==> src/rtl/uart_temp_report_pkg.sv <==
// uart_temp_report_pkg
// Shared constants and types for the periodic UART temperature reporter.
//   - ASCII codes used to build the report line
//   - sign-digit encoding for a negative reading
//   - state encodings for the byte serialiser and the line sequencer
//   - number of characters per report line
// Optional feature macro: TEMP_REPORT_UNIT_EN adds a trailing 'C' unit
// character after the tenths digit, making the line 8 characters long.
package uart_temp_report_pkg;

    localparam logic [7:0] ASCII_PLUS   = 8'h2B;
    localparam logic [7:0] ASCII_MINUS  = 8'h2D;
    localparam logic [7:0] ASCII_DOT    = 8'h2E;
    localparam logic [7:0] ASCII_CR     = 8'h0D;
    localparam logic [7:0] ASCII_LF     = 8'h0A;
    localparam logic [7:0] ASCII_QMARK  = 8'h3F;
    localparam logic [7:0] ASCII_UNIT_C = 8'h43;
    localparam logic [7:0] ASCII_ZERO   = 8'h30;

    localparam logic [3:0] SIGN_MINUS   = 4'hA;

    // Bit-level states of the byte serialiser.
    typedef enum logic [1:0] {
        TX_IDLE  = 2'd0,
        TX_START = 2'd1,
        TX_DATA  = 2'd2,
        TX_STOP  = 2'd3
    } tx_state_t;

    // Character-level states of the line sequencer.
    typedef enum logic [1:0] {
        RPT_IDLE = 2'd0,
        RPT_SEND = 2'd1,
        RPT_NEXT = 2'd2
    } rpt_state_t;

`ifdef TEMP_REPORT_UNIT_EN
    localparam int unsigned FRAME_CHARS = 8;
`else
    localparam int unsigned FRAME_CHARS = 7;
`endif

    // BCD digit to ASCII; non-decimal codes are flagged as '?'.
    function automatic logic [7:0] digit_ascii(input logic [3:0] digit);
        logic [7:0] code;
        if (digit <= 4'd9) begin
            code = ASCII_ZERO + {4'd0, digit};
        end else begin
            code = ASCII_QMARK;
        end
        return code;
    endfunction

endpackage

==> src/rtl/uart_temp_report_tx_byte.sv <==
// uart_tx_byte
// 8N1 byte serialiser, LSB first, DIV clock cycles per bit.
// Ports:
//   clk, rst : clock and asynchronous active-high reset
//   start    : request to send data; accepted only while not busy
//   data     : byte to send, captured on the accepting edge
//   tx       : registered serial line, idle high
//   busy     : registered, high from the accepting edge to the end of stop
//   done     : high during the last cycle of the stop bit
module uart_tx_byte
    import uart_temp_report_pkg::*;
#(
    parameter int unsigned DIV = 10416
)
(
    input  logic       clk,
    input  logic       rst,
    input  logic       start,
    input  logic [7:0] data,
    output logic       tx,
    output logic       busy,
    output logic       done
);

    localparam int unsigned     CNT_W    = (DIV > 1) ? $clog2(DIV) : 1;
    localparam logic [CNT_W-1:0] CNT_LAST = CNT_W'(DIV - 1);

    tx_state_t        state_r, state_s;
    logic [CNT_W-1:0] baud_cnt_r, baud_cnt_s;
    logic [2:0]       bit_cnt_r, bit_cnt_s;
    logic [7:0]       shift_r, shift_s;
    logic             tx_r, tx_s;
    logic             busy_r;
    logic             bit_end_s;

    // The baud counter counts down and reloads at each bit boundary, so every
    // bit lasts exactly DIV cycles with no accumulated drift.
    assign bit_end_s = (baud_cnt_r == {CNT_W{1'b0}});

    // Next-state logic: the tx value for the coming bit is computed here so
    // the line itself is a plain register.
    always_comb begin
        state_s    = state_r;
        baud_cnt_s = baud_cnt_r;
        bit_cnt_s  = bit_cnt_r;
        shift_s    = shift_r;
        tx_s       = tx_r;
        done       = 1'b0;
        case (state_r)
            TX_IDLE: begin
                if (start) begin
                    state_s    = TX_START;
                    tx_s       = 1'b0;
                    shift_s    = data;
                    bit_cnt_s  = 3'd0;
                    baud_cnt_s = CNT_LAST;
                end else begin
                    tx_s = 1'b1;
                end
            end
            TX_START: begin
                if (bit_end_s) begin
                    state_s    = TX_DATA;
                    tx_s       = shift_r[0];
                    baud_cnt_s = CNT_LAST;
                end else begin
                    baud_cnt_s = baud_cnt_r - CNT_W'(1);
                end
            end
            TX_DATA: begin
                if (bit_end_s) begin
                    baud_cnt_s = CNT_LAST;
                    if (bit_cnt_r == 3'd7) begin
                        state_s = TX_STOP;
                        tx_s    = 1'b1;
                    end else begin
                        bit_cnt_s = bit_cnt_r + 3'd1;
                        shift_s   = {1'b0, shift_r[7:1]};
                        tx_s      = shift_r[1];
                    end
                end else begin
                    baud_cnt_s = baud_cnt_r - CNT_W'(1);
                end
            end
            TX_STOP: begin
                if (bit_end_s) begin
                    state_s = TX_IDLE;
                    tx_s    = 1'b1;
                    done    = 1'b1;
                end else begin
                    baud_cnt_s = baud_cnt_r - CNT_W'(1);
                end
            end
            default: begin
                state_s = TX_IDLE;
                tx_s    = 1'b1;
            end
        endcase
    end

    // State, counters and the serial line register.
    always_ff @(posedge clk or posedge rst) begin
        if (rst) begin
            state_r    <= TX_IDLE;
            baud_cnt_r <= {CNT_W{1'b0}};
            bit_cnt_r  <= 3'd0;
            shift_r    <= 8'h00;
            tx_r       <= 1'b1;
            busy_r     <= 1'b0;
        end else begin
            state_r    <= state_s;
            baud_cnt_r <= baud_cnt_s;
            bit_cnt_r  <= bit_cnt_s;
            shift_r    <= shift_s;
            tx_r       <= tx_s;
            busy_r     <= (state_s != TX_IDLE);
        end
    end

    assign tx   = tx_r;
    assign busy = busy_r;

endmodule

==> src/rtl/uart_temp_report.sv <==
// uart_temp_report
// Once per report period, snapshots the four BCD display digits and sends
// an ASCII line such as "+23.5\r\n" over an 8N1 UART (LSB first).
// Optional feature macro: TEMP_REPORT_UNIT_EN inserts 'C' before CR.
// Ports:
//   clk, rst       : clock and asynchronous active-high reset
//   d3             : sign digit, 4'hA = minus, anything else = plus
//   d2, d1, d0     : tens, units, tenths BCD digits
//   tx_out         : registered UART line, idle high
//   busy           : registered, high while a report line is in progress
module uart_temp_report
    import uart_temp_report_pkg::*;
#(
    parameter int unsigned CLK_HZ    = 100000000,
    parameter int unsigned BAUD      = 9600,
    parameter int unsigned PERIOD_MS = 1000
)
(
    input  logic       clk,
    input  logic       rst,
    input  logic [3:0] d3,
    input  logic [3:0] d2,
    input  logic [3:0] d1,
    input  logic [3:0] d0,
    output logic       tx_out,
    output logic       busy
);

    localparam int unsigned      DIV      = CLK_HZ / BAUD;
    localparam int unsigned      PERIOD   = PERIOD_MS * (CLK_HZ / 1000);
    localparam int unsigned      PER_W    = (PERIOD > 1) ? $clog2(PERIOD) : 1;
    localparam logic [PER_W-1:0] PER_LAST = PER_W'(PERIOD - 1);
    localparam logic [2:0]       LAST_IDX = 3'(FRAME_CHARS - 1);

    logic [PER_W-1:0] period_cnt_r;
    logic             trigger_s;

    rpt_state_t  rpt_state_r, rpt_state_s;
    logic [2:0]  char_idx_r, char_idx_s;
    logic [2:0]  char_sel_s;
    logic [15:0] snap_r, snap_s;
    logic [15:0] src_s;
    logic        busy_r, busy_s;
    logic        start_s;
    logic [7:0]  byte_data_s;
    logic        byte_busy_s;
    logic        byte_done_s;

    // Free-running report period counter; the trigger is its terminal count.
    always_ff @(posedge clk or posedge rst) begin
        if (rst) begin
            period_cnt_r <= {PER_W{1'b0}};
        end else if (period_cnt_r == PER_LAST) begin
            period_cnt_r <= {PER_W{1'b0}};
        end else begin
            period_cnt_r <= period_cnt_r + PER_W'(1);
        end
    end

    assign trigger_s = (period_cnt_r == PER_LAST);

    // The first character is launched on the same edge that takes the
    // snapshot, so in IDLE the live digits feed the character mux.
    assign src_s = (rpt_state_r == RPT_IDLE) ? {d3, d2, d1, d0} : snap_r;

    // Line sequencer: launches each character and steps the char index.
    always_comb begin
        rpt_state_s = rpt_state_r;
        char_idx_s  = char_idx_r;
        char_sel_s  = char_idx_r;
        snap_s      = snap_r;
        busy_s      = busy_r;
        start_s     = 1'b0;
        case (rpt_state_r)
            RPT_IDLE: begin
                char_sel_s = 3'd0;
                if (trigger_s && !byte_busy_s) begin
                    rpt_state_s = RPT_SEND;
                    char_idx_s  = 3'd0;
                    snap_s      = {d3, d2, d1, d0};
                    busy_s      = 1'b1;
                    start_s     = 1'b1;
                end else begin
                    busy_s = 1'b0;
                end
            end
            RPT_SEND: begin
                if (byte_done_s) begin
                    rpt_state_s = RPT_NEXT;
                end else begin
                    rpt_state_s = RPT_SEND;
                end
            end
            RPT_NEXT: begin
                if (char_idx_r == LAST_IDX) begin
                    rpt_state_s = RPT_IDLE;
                    char_idx_s  = 3'd0;
                    busy_s      = 1'b0;
                end else begin
                    rpt_state_s = RPT_SEND;
                    char_idx_s  = char_idx_r + 3'd1;
                    char_sel_s  = char_idx_r + 3'd1;
                    start_s     = 1'b1;
                end
            end
            default: begin
                rpt_state_s = RPT_IDLE;
                char_idx_s  = 3'd0;
                busy_s      = 1'b0;
            end
        endcase
    end

    // Character mux: position in the line to ASCII code.
    always_comb begin
        byte_data_s = ASCII_LF;
        case (char_sel_s)
            3'd0: begin
                if (src_s[15:12] == SIGN_MINUS) begin
                    byte_data_s = ASCII_MINUS;
                end else begin
                    byte_data_s = ASCII_PLUS;
                end
            end
            3'd1: byte_data_s = digit_ascii(src_s[11:8]);
            3'd2: byte_data_s = digit_ascii(src_s[7:4]);
            3'd3: byte_data_s = ASCII_DOT;
            3'd4: byte_data_s = digit_ascii(src_s[3:0]);
`ifdef TEMP_REPORT_UNIT_EN
            3'd5: byte_data_s = ASCII_UNIT_C;
            3'd6: byte_data_s = ASCII_CR;
            3'd7: byte_data_s = ASCII_LF;
`else
            3'd5: byte_data_s = ASCII_CR;
            3'd6: byte_data_s = ASCII_LF;
`endif
            default: byte_data_s = ASCII_LF;
        endcase
    end

    // Sequencer state, snapshot and the busy output register.
    always_ff @(posedge clk or posedge rst) begin
        if (rst) begin
            rpt_state_r <= RPT_IDLE;
            char_idx_r  <= 3'd0;
            snap_r      <= 16'h0000;
            busy_r      <= 1'b0;
        end else begin
            rpt_state_r <= rpt_state_s;
            char_idx_r  <= char_idx_s;
            snap_r      <= snap_s;
            busy_r      <= busy_s;
        end
    end

    uart_tx_byte #(
        .DIV (DIV)
    ) u_tx_byte (
        .clk   (clk),
        .rst   (rst),
        .start (start_s),
        .data  (byte_data_s),
        .tx    (tx_out),
        .busy  (byte_busy_s),
        .done  (byte_done_s)
    );

    assign busy = busy_r;

endmodule

==> config.mk <==
export PLATFORM = sky130hd
export DESIGN_NAME = uart_temp_report
export DESIGN_NICKNAME = d
export VERILOG_FILES = /design/src/rtl/uart_temp_report_pkg.sv /design/src/rtl/uart_temp_report_tx_byte.sv /design/src/rtl/uart_temp_report.sv
export SDC_FILE = /design/constraint.sdc
export NUM_CORES = 1
export LEC_CHECK = 0
export ABC_CLOCK_PERIOD_IN_PS = 6900
export BUFFER_PORTS_ARGS = -buffer_cell sky130_fd_sc_hd__buf_2
export CAP_MARGIN = 15
export CORE_MARGIN = 3
export CORE_UTILIZATION = 60
export DETAILED_ROUTE_END_ITERATION = 10
export MAX_ROUTING_LAYER = met4
export PLACE_DENSITY_LB_ADDON = 0.25
export SYNTH_ARGS = -nofsm -noshare
export SYNTH_HDL_FRONTEND = slang
export SYNTH_SLANG_ARGS = --single-unit
==> constraint.sdc <==
create_clock -name clk -period 6.9 [get_ports clk]
set_clock_uncertainty 0.1 [all_clocks]
set_input_delay 0.345 -clock clk [delete_from_list [all_inputs] [get_ports clk]]
set_output_delay 0.345 -clock clk [all_outputs]
set_load 0.02 [all_outputs]
==> impl_metrics.json, run 1 <==
{
  "fmax_mhz": 311,
  "power_mw": 0.881,
  "ant_nets": 0,
  "worst_slack_ns": 3.68,
  "synthTopCellsByCount": "dfrtp_1, nand2_1, nor2_1, o21ai_0",
  "antenna_found_initial": 0,
  "nFillCells": 567,
  "min_to": "snap_r[4]",
  "grt_max_degree": 77,
  "reg2reg_depth": 5,
  "netlist_area_mm2": 0.00426,
  "yosysMostFrequentCell": "dfrtp_1",
  "final.setup.tns_ns": 0,
  "insertedDiodeCount": 0,
  "wl_per_cell_um": 15.1,
  "async_reset_ff_share_pct": 100,
  "multi_input_area_mm2": 0.00222,
  "htreeDepth": 3,
  "portBuffers": 19,
  "hold_buffers": 0,
  "root_buffer": "clkbuf_8",
  "syn_to_final_growth_pct": 9.26,
  "grt_usage_pct": 23.2,
  "fin_crit_ns": 3.22,
  "synth_flop_cell": "dfrtp_1",
  "drt_iter0_drc": 206,
  "drive_gt1_share_pct": 14.9,
  "dieArea_mm2": 0.00814,
  "wirelength_um": 8440,
  "post-route-period-util_pct": 46.6,
  "holdPathStages": 2,
  "arrival_ns": 3.35,
  "cts.reportedPaths.clkPinSlew_ns": 0.08,
  "finalHoldViolCount": 0,
  "worst_path_max_delay_cell": "nor4_1",
  "pre_cts_ws_ns": 3.76,
  "path_max_fanout": 15,
  "gp_congestion": 0.883,
  "worstSetupStartpointType": "flop",
  "dp_hpwl_um": 5850,
  "overflow": 0,
  "cts_tree": "done",
  "netlist_instances": 444,
  "crit_required_ns": 7.03,
  "maxCapViolations": 0,
  "cts_resized": 0,
  "syn-num-nets": 474,
  "status": "complete, no violations",
  "ios": 20,
  "worst_hold_path_type": "in -> reg",
  "vdd_drop_max_mv": 0.157,
  "drc_errors": 0,
  "synth.distinct_cells": 60,
  "synth_area_per_cell_um2": 9.59,
  "cts_buffers": 9,
  "start_util_pct": 62.3,
  "cp-end-kind": "flop",
  "relSlewSlack_pct": 35.5,
  "power.leakage_nw": 2.08,
  "grt_pass1_wl_um": 15200,
  "grt_pass1_vias": 3323,
  "nets": 490,
  "grt_setup_unrepaired": "no",
  "cp_slowest_stage_delay_ns": 0.68,
  "dieHeight_um": 90.2,
  "rows": 30,
  "synth_top_cell_area_share_pct": 44.1,
  "power_density_mw_per_mm2": 189,
  "cts_setup_buffers": 0,
  "tightest_slew_ns": 0.961,
  "num_vias": 3312,
  "ff2ff_setup_slack_ns": 3.68,
  "synth_edf_count": 0,
  "slew_violations": 0,
  "ys_seq_elements": 76,
  "ys_top_cells_by_area": "dfrtp_1, mux2_2, nand2_1, nor2_1, ha_1",
  "criticalPathCategory": "reg -> reg",
  "drtPass1Iterations": 4,
  "core_mm2": 0.00683,
  "cts.path.max_buffers": 2,
  "avgViaCountPerCell": 5.91,
  "clock-sinks": 76,
  "rr_startpoint": "period_cnt_r[8]",
  "yosys.area.top_type": "dfrtp_1",
  "r2r-end": "u_tx_byte.shift_r[3]",
  "die_w_um": 90.2,
  "clkLatencyLatePin_ns": 0.34,
  "seq_area_frac_synth_pct": 44.7,
  "hold_path_startpoint": "d1[0]",
  "yosys_warnings": 0,
  "setup_viol": 0,
  "path_cells": "or4_1 > or4_4 > nor4_1 > o21ai_1 > mux2_2",
  "regArea_mm2": 0.00190
}
## area by class of cell
| class | instances | area share, % |
|---|---|---|
| sequential | 76 | 40.9 |
| inverter | 14 | 1.13 |
| timing repair buffer | 22 | 2.53 |
| clock inverter | 6 | 2.42 |
| multi-input combinational | 337 | 47.8 |
| tap | 96 | 2.58 |
| clock buffer | 9 | 2.66 |
## cells in the final DEF, fill, tap and decap left out, types with 14 or more instances in the layout
cell type / netlist / routed
nand2_1: 46 / 46
buf_2: 1 / 19
mux2_2: 19 / 19
a21oi_1: 19 / 19
nor2_1: 45 / 45
o21ai_0: 23 / 23
nand3_1: 14 / 14
nor3_1: 16 / 16
xor2_1: 14 / 14
dfrtp_1: 75 / 75
## where the power goes
part           internal, mW  total, mW  switching (mW)
Combinational        0.0116     0.0272          0.0157
Clock                 0.239      0.401           0.161
Sequential            0.450      0.453         0.00328
Total                 0.701      0.881           0.180
## registers in the layout, summed over array words and instances, names as in the netlist
register	cells
busy	1
u_tx_byte.busy	1
snap_r	16
period_cnt_r	27
rpt_state_r	2
u_tx_byte.tx	1
u_tx_byte.bit_cnt_r	3
char_idx_r	3
u_tx_byte.state_r	2
u_tx_byte.baud_cnt_r	14
u_tx_byte.shift_r	6
## worst max-delay path: cells and delay by family, from the launching register on
kind	cells	cell delay [ns]
AOI/OAI and AO/OA	1	0.52
DFF	1	0.43
muxes	1	0.41
and+or+nand+nor	3	1.64
## per-stage QoR
stage	hold slack, ns	cell area, um2	utilization (%)	instances
floorplan	0.350	4260	-	444
global placement	0.368	4410	64.6	545
detailed placement	0.374	4410	64.6	545
CTS	0.126	4650	68.1	560
global route	0.132	4650	68.1	560
finish	0.132	4650	68.1	560
## layer usage
metal | track usage, % | up-vias | wire [um] | part of all wire, %
met5 | - | - | 0 | 0
met4 | 5.61 | 0 | 70 | 0.83
met3 | 5.27 | 9 | 307 | 3.6
met2 | 36.3 | 56 | 4050 | 48
met1 | 30.9 | 1604 | 4020 | 48
li1 | - | 1643 | - | -
## how the worst max path moves through the flow
stage	slack, ns	end	depth (start not counted)	from
5_1_grt	3.48	u_tx_byte.shift_r[0]	5	period_cnt_r[8]
3_5_place_dp	3.76	u_tx_byte.shift_r[3]	5	period_cnt_r[8]
6_report	3.68	u_tx_byte.shift_r[3]	5	period_cnt_r[8]
3_3_place_gp	3.84	u_tx_byte.shift_r[3]	5	period_cnt_r[8]
4_1_cts	3.74	u_tx_byte.shift_r[3]	5	period_cnt_r[8]
2_1_floorplan	4.16	u_tx_byte.shift_r[2]	10	char_idx_r[0]
## cell families (layout without fill, tap and decap cells)
group | after synthesis | count (layout) | synth area share [%]
fa+ha+maj | 12 | 12 | 3.53
xor+xnor | 26 | 26 | 5.35
buf+inv | 31 | 51 | 3.12
compound gates | 98 | 98 | 15.6
simple gates | 173 | 173 | 20.5
mux | 28 | 28 | 7.14
flops | 76 | 76 | 44.7
Power figures use the tool's default switching activity.
==> inputs of run 2 (changes only) <==
- ABC_CLOCK_PERIOD_IN_PS: 6900 -> 2800
- CORE_UTILIZATION: 60 -> 56
- clock period: 6.9 -> 2.8 ns (I/O delays scaled with it)
==> impl_metrics.json, run 2 (synthesis gave the netlist of run 1 again) <==
{
  "status": "complete, no violations",
  "grt_util_met3_pct": 3.62,
  "vdd_drop_max_mv": 0.287,
  "finalHoldViolCount": 0,
  "arrival_ns": 2.87,
  "final_cell_mix": "dfrtp_1, nand2_1, nor2_1",
  "slew_violations": 0,
  "wl_per_cell_um": 15.7,
  "worstSetupStartpointType": "flop",
  "rows": 31,
  "root_buffer": "clkbuf_8",
  "crit_required_ns": 2.95,
  "fin_crit_ns": 2.72,
  "cp-end-kind": "flop",
  "reg2reg_depth": 6,
  "cp_top_family": "simple AND/OR/NAND/NOR gates",
  "gp_congestion": 0.873,
  "path_max_fanout": 10,
  "grtUsageMet2_pct": 36.8,
  "wirelength_um": 9530,
  "top_register": "period_cnt_r",
  "cp_slowest_stage_delay_ns": 0.54,
  "htreeDepth": 3,
  "dp_hpwl_um": 6420,
  "ff2ff_setup_slack_ns": 0.08,
  "grt_setup_unrepaired": "no",
  "timing.critical_path.buf_inv": 0,
  "timing.hold.ws_ns": 0.310,
  "final_common_cell": "dfrtp_1",
  "reg_top3": "period_cnt_r (27), snap_r (16), u_tx_byte.baud_cnt_r (14)",
  "final.setup.tns_ns": 0,
  "start_util_pct": 58.1,
  "antenna_found_initial": 0,
  "cts.reportedPaths.clkPinSlew_ns": 0.09,
  "clock-sinks": 76,
  "avgViaCountPerCell": 5.93,
  "grt_usage_pct": 23.7,
  "syn_to_final_growth_pct": 18.3,
  "criticalPathCategory": "reg -> reg",
  "clkLatencyLatePin_ns": 0.36,
  "overflow": 0,
  "post-route-period-util_pct": 97.2,
  "drive_gt1_share_pct": 19.5,
  "die_w_um": 93.2,
  "insertedDiodeCount": 0,
  "dieArea_mm2": 0.00868,
  "nets": 532,
  "drt_iter0_drc": 231,
  "path_cells": "or4_1 > or4_4 > or4_4 > a21boi_4 > nand2_1 > a22o_1",
  "core_mm2": 0.00733,
  "grtUsageMet1_pct": 31.1,
  "portBuffers": 19,
  "crit_top_cell": "or4_4",
  "maxCapViolations": 0,
  "drtPass1Iterations": 5,
  "relSlewSlack_pct": 55.9,
  "grt.busiest_layer": "met2",
  "cp-startpoint": "period_cnt_r[8]",
  "stdcell_area_mm2": 0.00503,
  "ios": 20,
  "ant_nets": 0,
  "power_density_mw_per_mm2": 432,
  "setup_viol": 0,
  "grt_pass1_wl_um": 15900,
  "grt_pass1_vias": 3442,
  "cts.path.max_buffers": 2,
  "fmax_mhz": 367,
  "worst_path_max_delay_cell": "or4_1",
  "dpl_cell_area_mm2": 0.00461,
  "largest_reg_flops": 27,
  "num_vias": 3591,
  "power.leakage_nw": 2.28,
  "r2r-end": "u_tx_byte.baud_cnt_r[12]",
  "rr_startpoint": "period_cnt_r[8]",
  "dieHeight_um": 93.2,
  "tightest_slew_ns": 0.657,
  "cts_tree": "done",
  "grt_max_degree": 30,
  "drc_errors": 0,
  "cts_buffers": 9,
  "worst_hold_path_type": "in -> async"
}
## run 2: worst min-delay path, stage by stage
cell,delay [ns]
dlygate4sd3_1,0.55
buf_2,0.13
inv_2,0.43
## run 2: worst max-delay path by stage
stage	cells after the start	endpoint	slack, ns
final	6	u_tx_byte.baud_cnt_r[12]	0.08
after detailed placement	8	u_tx_byte.bit_cnt_r[1]	0.1
after floorplan	10	u_tx_byte.shift_r[2]	0.06
after global routing	6	u_tx_byte.baud_cnt_r[2]	0.01
after global placement	8	u_tx_byte.bit_cnt_r[1]	0.13
after CTS	8	u_tx_byte.bit_cnt_r[1]	0.08
## run 2: timing repair
action | CTS | global route
setup endpoints to repair | 0 | 6
gates resized for setup | 0 | 5
hold buffers | 17 | 0
endpoints found under the hold margin | 39 | 0
buffers inserted | 0 | 0
## run 2: final cells by class
type	count	area (um2)
clock buffers	9	124
clock inverters	7	106
fillers	549	2300
inverters	14	52.6
multi-input cells	337	2250
flip-flops and latches	76	1900
well taps	99	124
repair buffers	64	475
## run 2: metal layers
layer,wire length (um),vias to the layer above
li1,-,1723
met1,4380,1750
met2,4580,92
met3,366,26
met4,213,0
met5,0,-
## run 2: power breakdown
group / leakage (nW) / internal, mW / switching [mW]
clock network: 0.116 / 0.517 / 0.452
registers: 0.986 / 1.11 / 0.00862
logic: 1.17 / 0.0450 / 0.0450
total: 2.28 / 1.67 / 0.505
## run 2: through the flow
step | util [%] | total power [mW] | setup slack, ns | instances
global placement | 62.8 | 1.21 | 0.127 | 573
detailed placement | 62.8 | 1.21 | 0.0959 | 573
floorplan | - | 1.18 | 0.0615 | 444
global route | 68.7 | 2.25 | 0.0144 | 606
finish | 68.7 | 2.18 | 0.0784 | 606
CTS | 68.3 | 2.19 | 0.0820 | 606
==> inputs of run 3 (changes only) <==
- CORE_ASPECT_RATIO: default -> 0.75
==> impl_metrics.json, run 3 (synthesis gave the netlist of run 1 again) <==
{
  "maxCapViolations": 0,
  "power.leakage_nw": 2.28,
  "slew_violations": 0,
  "cts_tree": "done",
  "pwr-share-comb_pct": 4.0,
  "worstSetupStartpointType": "flop",
  "start_util_pct": 60.0,
  "fin_crit_ns": 2.76,
  "syn_to_final_growth_pct": 18.3,
  "grt_util_met3_pct": 5.18,
  "gp_congestion": 0.901,
  "worst_path_max_delay_cell": "dfrtp_1",
  "r2r-end": "u_tx_byte.shift_r[1]",
  "dieArea_mm2": 0.00869,
  "power_density_mw_per_mm2": 445,
  "reg2reg_depth": 10,
  "cts.path.max_buffers": 2,
  "cts_buffers": 9,
  "grt_pass1_wl_um": 17100,
  "crit_required_ns": 2.95,
  "path_cells": "inv_1 > ha_1 > nand2_1 > ha_4 > nor4bb_1 > a31oi_1 > buf_4 > a311oi_1 > nor4b_1 > o31ai_1",
  "cts.reportedPaths.clkPinSlew_ns": 0.08,
  "clock-sinks": 76,
  "top_register": "period_cnt_r",
  "dp_hpwl_um": 6670,
  "drtPass1Iterations": 4,
  "portBuffers": 19,
  "root_buffer": "clkbuf_8",
  "fmax_mhz": 362,
  "p_sw_mw": 0.491,
  "grtUsageMet1_pct": 31.3,
  "criticalPathCategory": "reg -> reg",
  "htreeDepth": 3,
  "final_cell_mix": "dfrtp_1, nand2_1, nor2_1",
  "grt_pass1_vias": 3639,
  "cp.depth": 10,
  "cp-end-kind": "flop",
  "ios": 20,
  "wl_per_cell_um": 16.5,
  "grt_usage_pct": 25.2,
  "avgViaCountPerCell": 5.93,
  "ff2ff_setup_slack_ns": 0.04,
  "pwr-share-clk_pct": 46.2,
  "post-route-period-util_pct": 98.5,
  "reg_top3": "period_cnt_r (27), snap_r (16), u_tx_byte.baud_cnt_r (14)",
  "relSlewSlack_pct": 46.7,
  "p_int_mw": 1.75,
  "clkLatencyLatePin_ns": 0.36,
  "core_mm2": 0.00709,
  "ant_nets": 0,
  "largest_reg_flops": 27,
  "wirelength_um": 9940,
  "nets": 530,
  "antenna_found_initial": 0,
  "final_common_cell": "dfrtp_1",
  "grtUsageMet2_pct": 41.7,
  "setup_viol": 0,
  "power_mw": 2.24,
  "timing.hold.ws_ns": 0.307,
  "overflow": 0,
  "dieHeight_um": 81.5,
  "drc_errors": 0,
  "drt_iter0_drc": 182,
  "arrival_ns": 2.91,
  "grt_max_degree": 77,
  "worst_hold_path_type": "in -> async",
  "rr_startpoint": "char_idx_r[0]",
  "die_w_um": 107,
  "timing.critical_path.buf_inv": 2,
  "sw_frac_of_total_pct": 21.9,
  "drive_gt1_share_pct": 18.8,
  "insertedDiodeCount": 0,
  "tightest_slew_ns": 0.793,
  "cp-startpoint": "char_idx_r[0]",
  "grt.busiest_layer": "met2",
  "num_vias": 3573,
  "cp_slowest_stage_delay_ns": 0.39,
  "cp_top_family": "compound AO/OA/AOI/OAI gates",
  "finalHoldViolCount": 0,
  "sequentialPowerShare_pct": 49.8,
  "path_max_fanout": 4,
  "status": "complete, no violations",
  "rows": 26,
  "vdd_drop_max_mv": 0.340
}
==> run 3: changes by cell type in the layout (fill, tap and decap cells not counted), sizes merged <==
cell    previous run  this run
inv               17        16
buf               47        44
a21boi             2         3
bufinv             2         3
==> run 3: tightest hold or removal path, cell delays in order <==
cell and delay [ns]:
dlygate4sd3_1 0.53, buf_2 0.12, inv_2 0.06, buf_12 0.34
==> run 3: worst max-delay path by stage <==
stage / endpoint / slack, ns
floorplan: u_tx_byte.shift_r[2] / 0.06
CTS: u_tx_byte.shift_r[1] / 0.07
global placement: u_tx_byte.shift_r[3] / 0.16
finish: u_tx_byte.shift_r[1] / 0.04
detailed placement: u_tx_byte.shift_r[3] / 0.09
global route: u_tx_byte.shift_r[1] / -0.03
==> run 3: per-stage QoR <==
| stage | TNS (ns) | worst slack [ns] | utilization, % | std cells | area (um2) |
|---|---|---|---|---|---|
| detailed placement | 0 | 0.0865 | 64.8 | 569 | 4590 |
| finish | 0 | 0.0413 | 71.0 | 603 | 5040 |
| floorplan | 0 | 0.0615 | - | 444 | 4260 |
| global placement | 0 | 0.155 | 64.8 | 569 | 4590 |
| global route | -0.0321 | -0.0321 | 71.0 | 603 | 5040 |
| CTS | 0 | 0.0657 | 70.6 | 602 | 5010 |
==> run 3: area by class of cell <==
type                    count  area (um2)
clock inverters             7         121
well taps                  98         123
inverters                  14        52.6
repair buffers             61         465
fillers                   537        2050
multi-input cells         338        2250
clock buffers               9         124
flip-flops and latches     76        1900
==> run 3: what timing repair did <==
item	CTS	global route
resized for setup	0	2
endpoints found under the setup margin	0	9
setup buffers	0	0
hold endpoints to repair	91	0
hold buffers	17	0
==> run 3: layer usage <==
metal / vias to the layer above / part of all wire (%)
li1: 1726 / -
met1: 1741 / 46
met2: 83 / 48
met3: 23 / 4.1
met4: 0 / 1.7
met5: - / 0
==> run 3: power groups by stage <==
| stage | Sequential, mW | Clock [mW] | Combinational (mW) |
|---|---|---|---|
| 6_report | 1.12 | 1.04 | 0.0904 |
| 5_1_grt | 1.12 | 1.10 | 0.0994 |
| 4_1_cts | 1.12 | 1.05 | 0.0904 |
| 3_5_place_dp | 1.14 | 0 | 0.0720 |
| 3_3_place_gp | 1.14 | 0 | 0.0697 |
| 2_1_floorplan | 1.14 | 0 | 0.0421 |
